--- src/rtl/return_address_stack.sv ---
`default_nettype none
// ============================================================================
// Module      : return_address_stack
// Description : Speculative circular return-address stack for the fetch stage,
//               with per-fetch pointer/count checkpoints and redirect repair.
// Revision    : 1.0 - initial release
// ============================================================================
module return_address_stack #(
    parameter int DEPTH = 16,
    parameter int PTR_W = 4
) (
    input  logic             clk,
    input  logic             resetn,
    input  logic             fetch_valid,
    input  logic [1:0]       fetch_type,
    input  logic [31:0]      fetch_pc,
    output logic [31:0]      pred_ret_addr,
    output logic             pred_ret_valid,
    output logic [PTR_W-1:0] ckpt_tos,
    output logic [PTR_W:0]   ckpt_cnt,
    input  logic             redirect_en,
    input  logic [PTR_W-1:0] redirect_tos,
    input  logic [PTR_W:0]   redirect_cnt,
    input  logic [1:0]       redirect_type,
    input  logic [31:0]      redirect_pc
);

    localparam logic [1:0]       C_TYPE_CALL = 2'b01;
    localparam logic [1:0]       C_TYPE_RET  = 2'b10;
    localparam logic [PTR_W:0]   C_CNT_MAX   = (PTR_W+1)'(DEPTH);
    localparam logic [PTR_W:0]   C_CNT_ONE   = (PTR_W+1)'(1);
    localparam logic [PTR_W-1:0] C_PTR_ONE   = PTR_W'(1);

    logic [PTR_W-1:0] tos_q, tos_d;
    logic [PTR_W:0]   cnt_q, cnt_d;
    logic [31:0]      stack_q [DEPTH];

    logic             w_op_en;
    logic [1:0]       w_op_type;
    logic [31:0]      w_op_pc;
    logic [PTR_W-1:0] w_base_tos;
    logic [PTR_W:0]   w_base_cnt;
    logic             w_push_en;
    logic [PTR_W-1:0] w_push_idx;
    logic [31:0]      w_push_data;

    // A redirect restores the checkpoint and replays the real instruction on
    // top of it; any fetch in the same cycle is on the wrong path and dropped.
    always_comb begin
        w_op_en = fetch_valid | redirect_en;
        if (redirect_en) begin
            w_base_tos = redirect_tos;
            w_base_cnt = redirect_cnt;
            w_op_type  = redirect_type;
            w_op_pc    = redirect_pc;
        end else begin
            w_base_tos = tos_q;
            w_base_cnt = cnt_q;
            w_op_type  = fetch_type;
            w_op_pc    = fetch_pc;
        end
    end

    always_comb begin
        tos_d       = w_base_tos;
        cnt_d       = w_base_cnt;
        w_push_en   = 1'b0;
        w_push_idx  = w_base_tos + C_PTR_ONE;
        w_push_data = w_op_pc + 32'd4;
        if (w_op_en) begin
            case (w_op_type)
                C_TYPE_CALL: begin
                    // When full the pointer wrap overwrites the oldest entry.
                    tos_d     = w_push_idx;
                    w_push_en = 1'b1;
                    cnt_d     = (w_base_cnt >= C_CNT_MAX) ? C_CNT_MAX
                                                          : (w_base_cnt + C_CNT_ONE);
                end
                C_TYPE_RET: begin
                    if (w_base_cnt != '0) begin
                        tos_d = w_base_tos - C_PTR_ONE;
                        cnt_d = w_base_cnt - C_CNT_ONE;
                    end
                end
                default: begin
                end
            endcase
        end
    end

    always_ff @(posedge clk) begin
        if (!resetn) begin
            tos_q <= '0;
            cnt_q <= '0;
            for (int i = 0; i < DEPTH; i++) begin
                stack_q[i] <= '0;
            end
        end else begin
            tos_q <= tos_d;
            cnt_q <= cnt_d;
            if (w_push_en) begin
                stack_q[w_push_idx] <= w_push_data;
            end
        end
    end

    assign pred_ret_valid = (cnt_q != '0);
    assign pred_ret_addr  = pred_ret_valid ? stack_q[tos_q] : 32'd0;
    assign ckpt_tos       = tos_q;
    assign ckpt_cnt       = cnt_q;

endmodule
`default_nettype wire

--- config.mk ---
export PLATFORM = sky130hd
export DESIGN_NAME = return_address_stack
export DESIGN_NICKNAME = d
export VERILOG_FILES = /design/src/rtl/return_address_stack.sv
export SDC_FILE = /design/constraint.sdc
export NUM_CORES = 1
export LEC_CHECK = 0
export ABC_AREA = 1
export CORE_MARGIN = 5
export CORE_UTILIZATION = 55
export DETAILED_ROUTE_END_ITERATION = 8
export PLACE_DENSITY_LB_ADDON = 0.3
export SLEW_MARGIN = 0
export SYNTH_ARGS = -nofsm -noshare
export SYNTH_HDL_FRONTEND = slang
export SYNTH_SLANG_ARGS = --single-unit
--- constraint.sdc ---
create_clock -name clk -period 4.8 [get_ports clk]
set_input_delay 1.44 -clock clk [delete_from_list [all_inputs] [get_ports clk]]
set_output_delay 1.44 -clock clk [all_outputs]
set_load 0.005 [all_outputs]
# Word-level counts from Yosys, hierarchy flattened
# Memories as Yosys holds them, arrays and structs flattened. A register that Yosys moved wholly into a read port is not among the register bits.
# Index checks and enable logic that the tools add are counted.
# totals
output_inout_bits,42
mem_bits_rw,512
elab_cells,37
n_memories,1
inputBits,81
ff_bits,9
# op_classes
bitwise,1
n_lt_le_gt_ge,1
addsub,5
n_reduce_logical,3
n_mux,22
n_eq_ne,2
# mem_list
name,words,width,read_ports,rd_clocked_by_memory_dff,wr,line,rtl
stack_q,16,32,1,1,16,36,logic [31:0] stack_q [DEPTH];
# ops
operator,n
two-way mux 32 bit,3
"adder 32 x 3 -> 32 bit, second input constant",1
OR reduction 32 bit,1
two-way mux 4 bit,5
two-way mux 5 bit,4
one-hot mux 5 bit (2 select lines),1
nonzero test 5 bit,2
one-hot mux 4 bit (2 select lines),1
two-way mux 1 bit,7
"adder 5 x 1 -> 5 bit, second input constant",1
">= comparator 5 bit, second input constant",1
"subtractor 5 x 1 -> 5 bit, second input constant",1
"adder 4 x 1 -> 4 bit, second input constant",1
"subtractor 4 x 1 -> 4 bit, second input constant",1
"== test 2 x 1 -> 1 bit, second input constant",1
"== test 2 bit, second input constant",1
two-way mux 2 bit,1
OR 1 bit,1

# Longest topological paths before layout
# logic_depth
ltp_word,9
mapped_depth,17
ltp_nobuf,13

# Least setup slack after synthesis
# Ideal clock, no wire load.
# synth_timing
kind,input -> register
from,input redirect_en
to,"memory stack_q[13][0], enable pin"
required_time_ps,4411
n_path_buf,5
cell_stages,11
setup_slack_ps,250
arrival_time_ps,4161
setup_ps,389
cell_sequence,buf_6 -> buf_8 -> buf_4 -> buf_2 -> o21ai_0 -> ha_1 -> inv_1 -> nor4_4 -> nand2_1 -> buf_2 -> nand2_1
# synth_lines
element,line,rtl
from (decl),21,"input logic redirect_en,"
to (decl),36,

==> results.json <==
{
  "synthAdderAreaFrac_pct": 0.5864,
  "cap_violations": 0,
  "start_util_pct": 55.35,
  "grt_max_degree": 115,
  "die_area_um2": 50970,
  "postSynthCellCount": 2558,
  "p_per_area_nw_per_um2": 377.9,
  "fin_crit_sh_pct": 97.80,
  "io_buffers": 122,
  "drtPass1Iterations": 7,
  "slew_headroom_pct": 35.25,
  "die_h_um": 225.8,
  "synthSimpleGateAreaFrac_pct": 17.06,
  "synth-xor-area-share_pct": 0.8161,
  "post-dp-hpwl_mm": 44.78,
  "hold_class": "reg2reg",
  "crit_path_cell_trace": "buf_16, o21ai_0, nor2_1, a21oi_1, a21oi_1, o21ai_0, a21oi_1, clkdlybuf4s50_1",
  "synthArstFlopShare_pct": 0,
  "fin_util_pct": 62.68,
  "ioPinCount": 123,
  "ys_warn_count": 0,
  "nets": 2698,
  "clock-sinks": 521,
  "clockBufferDepth": 3,
  "clk_latency_ns": 0.61,
  "antenna_found_initial": 0,
  "finalClockSkew_ns": 0.02294,
  "first_global_vias": 20095,
  "drt-total-wl_mm": 76.99,
  "synth.avg_cell_area_um2": 10.01,
  "layout-drive-gt1-share_pct": 11.54,
  "synth_fp_nets": 2651,
  "irDropWorstVdd_v": 0.0003006,
  "endpoint_kind": "output pin",
  "crit_top_cell": "a21oi_1",
  "grt_first_pass_wirelength_mm": 117.5,
  "tns_ns": 0,
  "synthTopCellsByArea": "edfxtp_1 (60%), nor2_1 (9.9%), o21ai_0 (5.8%), a21oi_1 (3.6%), o221ai_1 (3.1%)",
  "clkTransAtPathRegs_ns": 0.06,
  "vias_per_cell": 6.275,
  "setup_viol": 0,
  "drc_errors": 0,
  "vias": 20387,
  "drtIter0Drc": 2724,
  "fin_crit_ns": 4.694,
  "cts_buffers": 52,
  "ys_types": 48,
  "critPathArrivalTime_ns": 3.25,
  "rsz0062_at_grt": "no",
  "core_area_um2": 46260,
  "worstMarginPinSlew_ns": 0.9699,
  "synth_seq_area_share_pct": 60.75,
  "die_w_um": 225.8,
  "critPathKind": "reg2out",
  "track_usage_pct": 29.95,
  "synth-edff-count": 512,
  "ys_seq_elements": 521,
  "synth-compound-area-share_pct": 14.66,
  "cpPeakStageDelay_ns": 0.60,
  "cts_hold_buf": 0,
  "htreeDepth": 2,
  "place_congestion": 0.9617,
  "post_drt_wl_per_cell_um": 23.70,
  "hold_viol": 0,
  "num-fill-cells": 3620,
  "synthMuxAreaShare_pct": 0.07819,
  "worst-path-max-fanout": 114,
  "critPathLaunchType": "flop",
  "synth_top_family_by_area": "simple AND/OR/NAND/NOR gates",
  "grt-ovfl-total": 0,
  "crit_buf_inv": 2,
  "cpMaxStageDelayCell": "clkdlybuf4s50_1",
  "num_rows": 79,
  "synth_ff_type": "edfxtp_1",
  "cts_tree": "done",
  "outcome": "finished, final reports clean",
  "synth_area_um2": 25600,
  "fmax_mhz": 213.0,
  "p_leak_nw": 10.78,
  "clock-root-buffer": "clkbuf_16",
  "maxSlewViolCount": 0,
  "crit_family": "buffers and inverters",
  "drtAntennaViolNets": 0,
  "cp.required_ns": 3.36,
  "synth_top_area_share_pct": 60.05,
  "area_growth_pct": 13.25,
  "antenna_cells": 0,
  "synth_top_area_cell": "edfxtp_1"
}
## per-layer routing
| metal | GRT usage, % | share of wire [%] | vias to the layer above |
|---|---|---|---|
| met3 | 6.434 | 12 | 260 |
| met5 | 0 | 0 | - |
| met4 | 12.98 | 5.1 | 0 |
| met2 | 47.68 | 46 | 1427 |
| li1 | - | - | 8978 |
| met1 | 40.17 | 36 | 9722 |
## report_power, final
group / total, mW / internal [mW] / switching [mW]
sequential: 5.24 / 5.18 / 0.0634
clock: 3.88 / 2.20 / 1.68
combinational: 1.84 / 0.607 / 1.23
total: 11.0 / 7.98 / 2.97
## flip-flops by register name, indices dropped and copies added (netlist names)
| signal | cells |
|---|---|
| ckpt_cnt | 5 |
| ckpt_tos | 4 |
| stack_q | 512 |
## final cells by class
type                       instances  area (um^2)  share of cell area [%]
tap                              607        759.5                   2.619
inverter                         115        455.4                   1.571
multi-input combinational       1711         8544                   29.47
sequential                       521        15560                   53.68
clock inverter                    27        202.7                  0.6991
clock buffer                      64         1389                   4.790
timing repair buffer             204         2081                   7.176
## path summary, 6_finish.rpt
path,start,endpoint,slack [ns],depth (start not counted)
setup reg to reg,ckpt_tos[1]$_SDFF_PN0_,stack_q[2][14]$_SDFFCE_PN0P_,1.35,12
hold reg to reg,ckpt_cnt[3]$_SDFF_PN0_,ckpt_cnt[3]$_SDFF_PN0_,0.61,2
setup / recovery,ckpt_tos[0]$_SDFF_PN0_,pred_ret_addr[20],0.11,8
hold / removal,ckpt_cnt[3]$_SDFF_PN0_,ckpt_cnt[3]$_SDFF_PN0_,0.61,2
## cells by family (layout without fill, tap and decap cells)
kind of cell	after synthesis	after routing
xor+xnor	17	17
simple gates	1035	1035
buf+inv	326	410
mux	2	2
fa+ha+maj	12	12
flops	521	521
compound gates	645	645
## cell usage in the layout (no fill, tap or decap), drive strengths merged
master,Yosys,final
or2,3,3
bufinv,0,3
nand4,9,9
inv,115,114
o22ai,19,19
nor2,706,706
xor2,15,15
mux2i,2,2
dfxtp,9,9
nand2,238,238
nor4,1,1
nand3,71,71
clkdlybuf4s50,0,121
o21ai,324,324
xnor2,2,2
clkbuf,96,64
o211ai,1,1
nand3b,2,2
nor3,2,2
clkinv,0,25
a21oi,211,211
edfxtp,512,512
and2,3,3
ha,12,12
buf,115,83
o221ai,90,90
## cell usage after synthesis, types with 3 or more instances
library cell / n
inv_1: 97
xor2_2: 3
o22ai_1: 19
a21oi_1: 185
buf_4: 12
nand4_1: 4
clkbuf_1: 96
o21ai_2: 11
nor2_8: 3
a21oi_2: 26
inv_2: 16
or2_2: 3
nand2_4: 10
nand4_2: 3
nand3_2: 3
o21ai_0: 299
o221ai_1: 90
nor2_1: 678
buf_2: 71
buf_6: 19
o21ai_1: 12
nand3_1: 68
buf_1: 10
xor2_1: 10
nor2_4: 4
dfxtp_1: 9
nor2_2: 21
nand2_2: 19
ha_1: 12
nand2_1: 209
edfxtp_1: 512
## per-stage QoR
step	cells	area [um^2]	power, mW	worst slack (ns)	hold WS (ns)
after CTS	3248	28970	10.93	0.02376	0.6153
final	3249	29000	10.96	0.1058	0.6129
after global placement	3157	27370	7.088	0.6178	0.5805
after global routing	3249	29000	11.29	0.008871	0.6790
after floorplan	2558	25600	6.341	0.2499	0.5553
after detailed placement	3157	27370	7.127	0.5384	0.5993
## repair_timing
action                                  4_1_cts  5_1_grt
setup buffers                                 0        1
gates resized for setup                       2        2
endpoints found under the setup margin        3       15
## worst reg2reg max path, stage by stage, from the launching register on
cell and delay [ns]:
dfxtp_4 0.37, clkinv_2 0.34, buf_4 0.40, nand2_1 0.13, nand2_2 0.09, inv_2 0.13, ha_1 0.29, xor2_4 0.35
inv_4 0.11, nor2_8 0.20, nand2_4 0.06, nand2_2 0.36, buf_12 0.28
(Power assumes the default switching activity.)
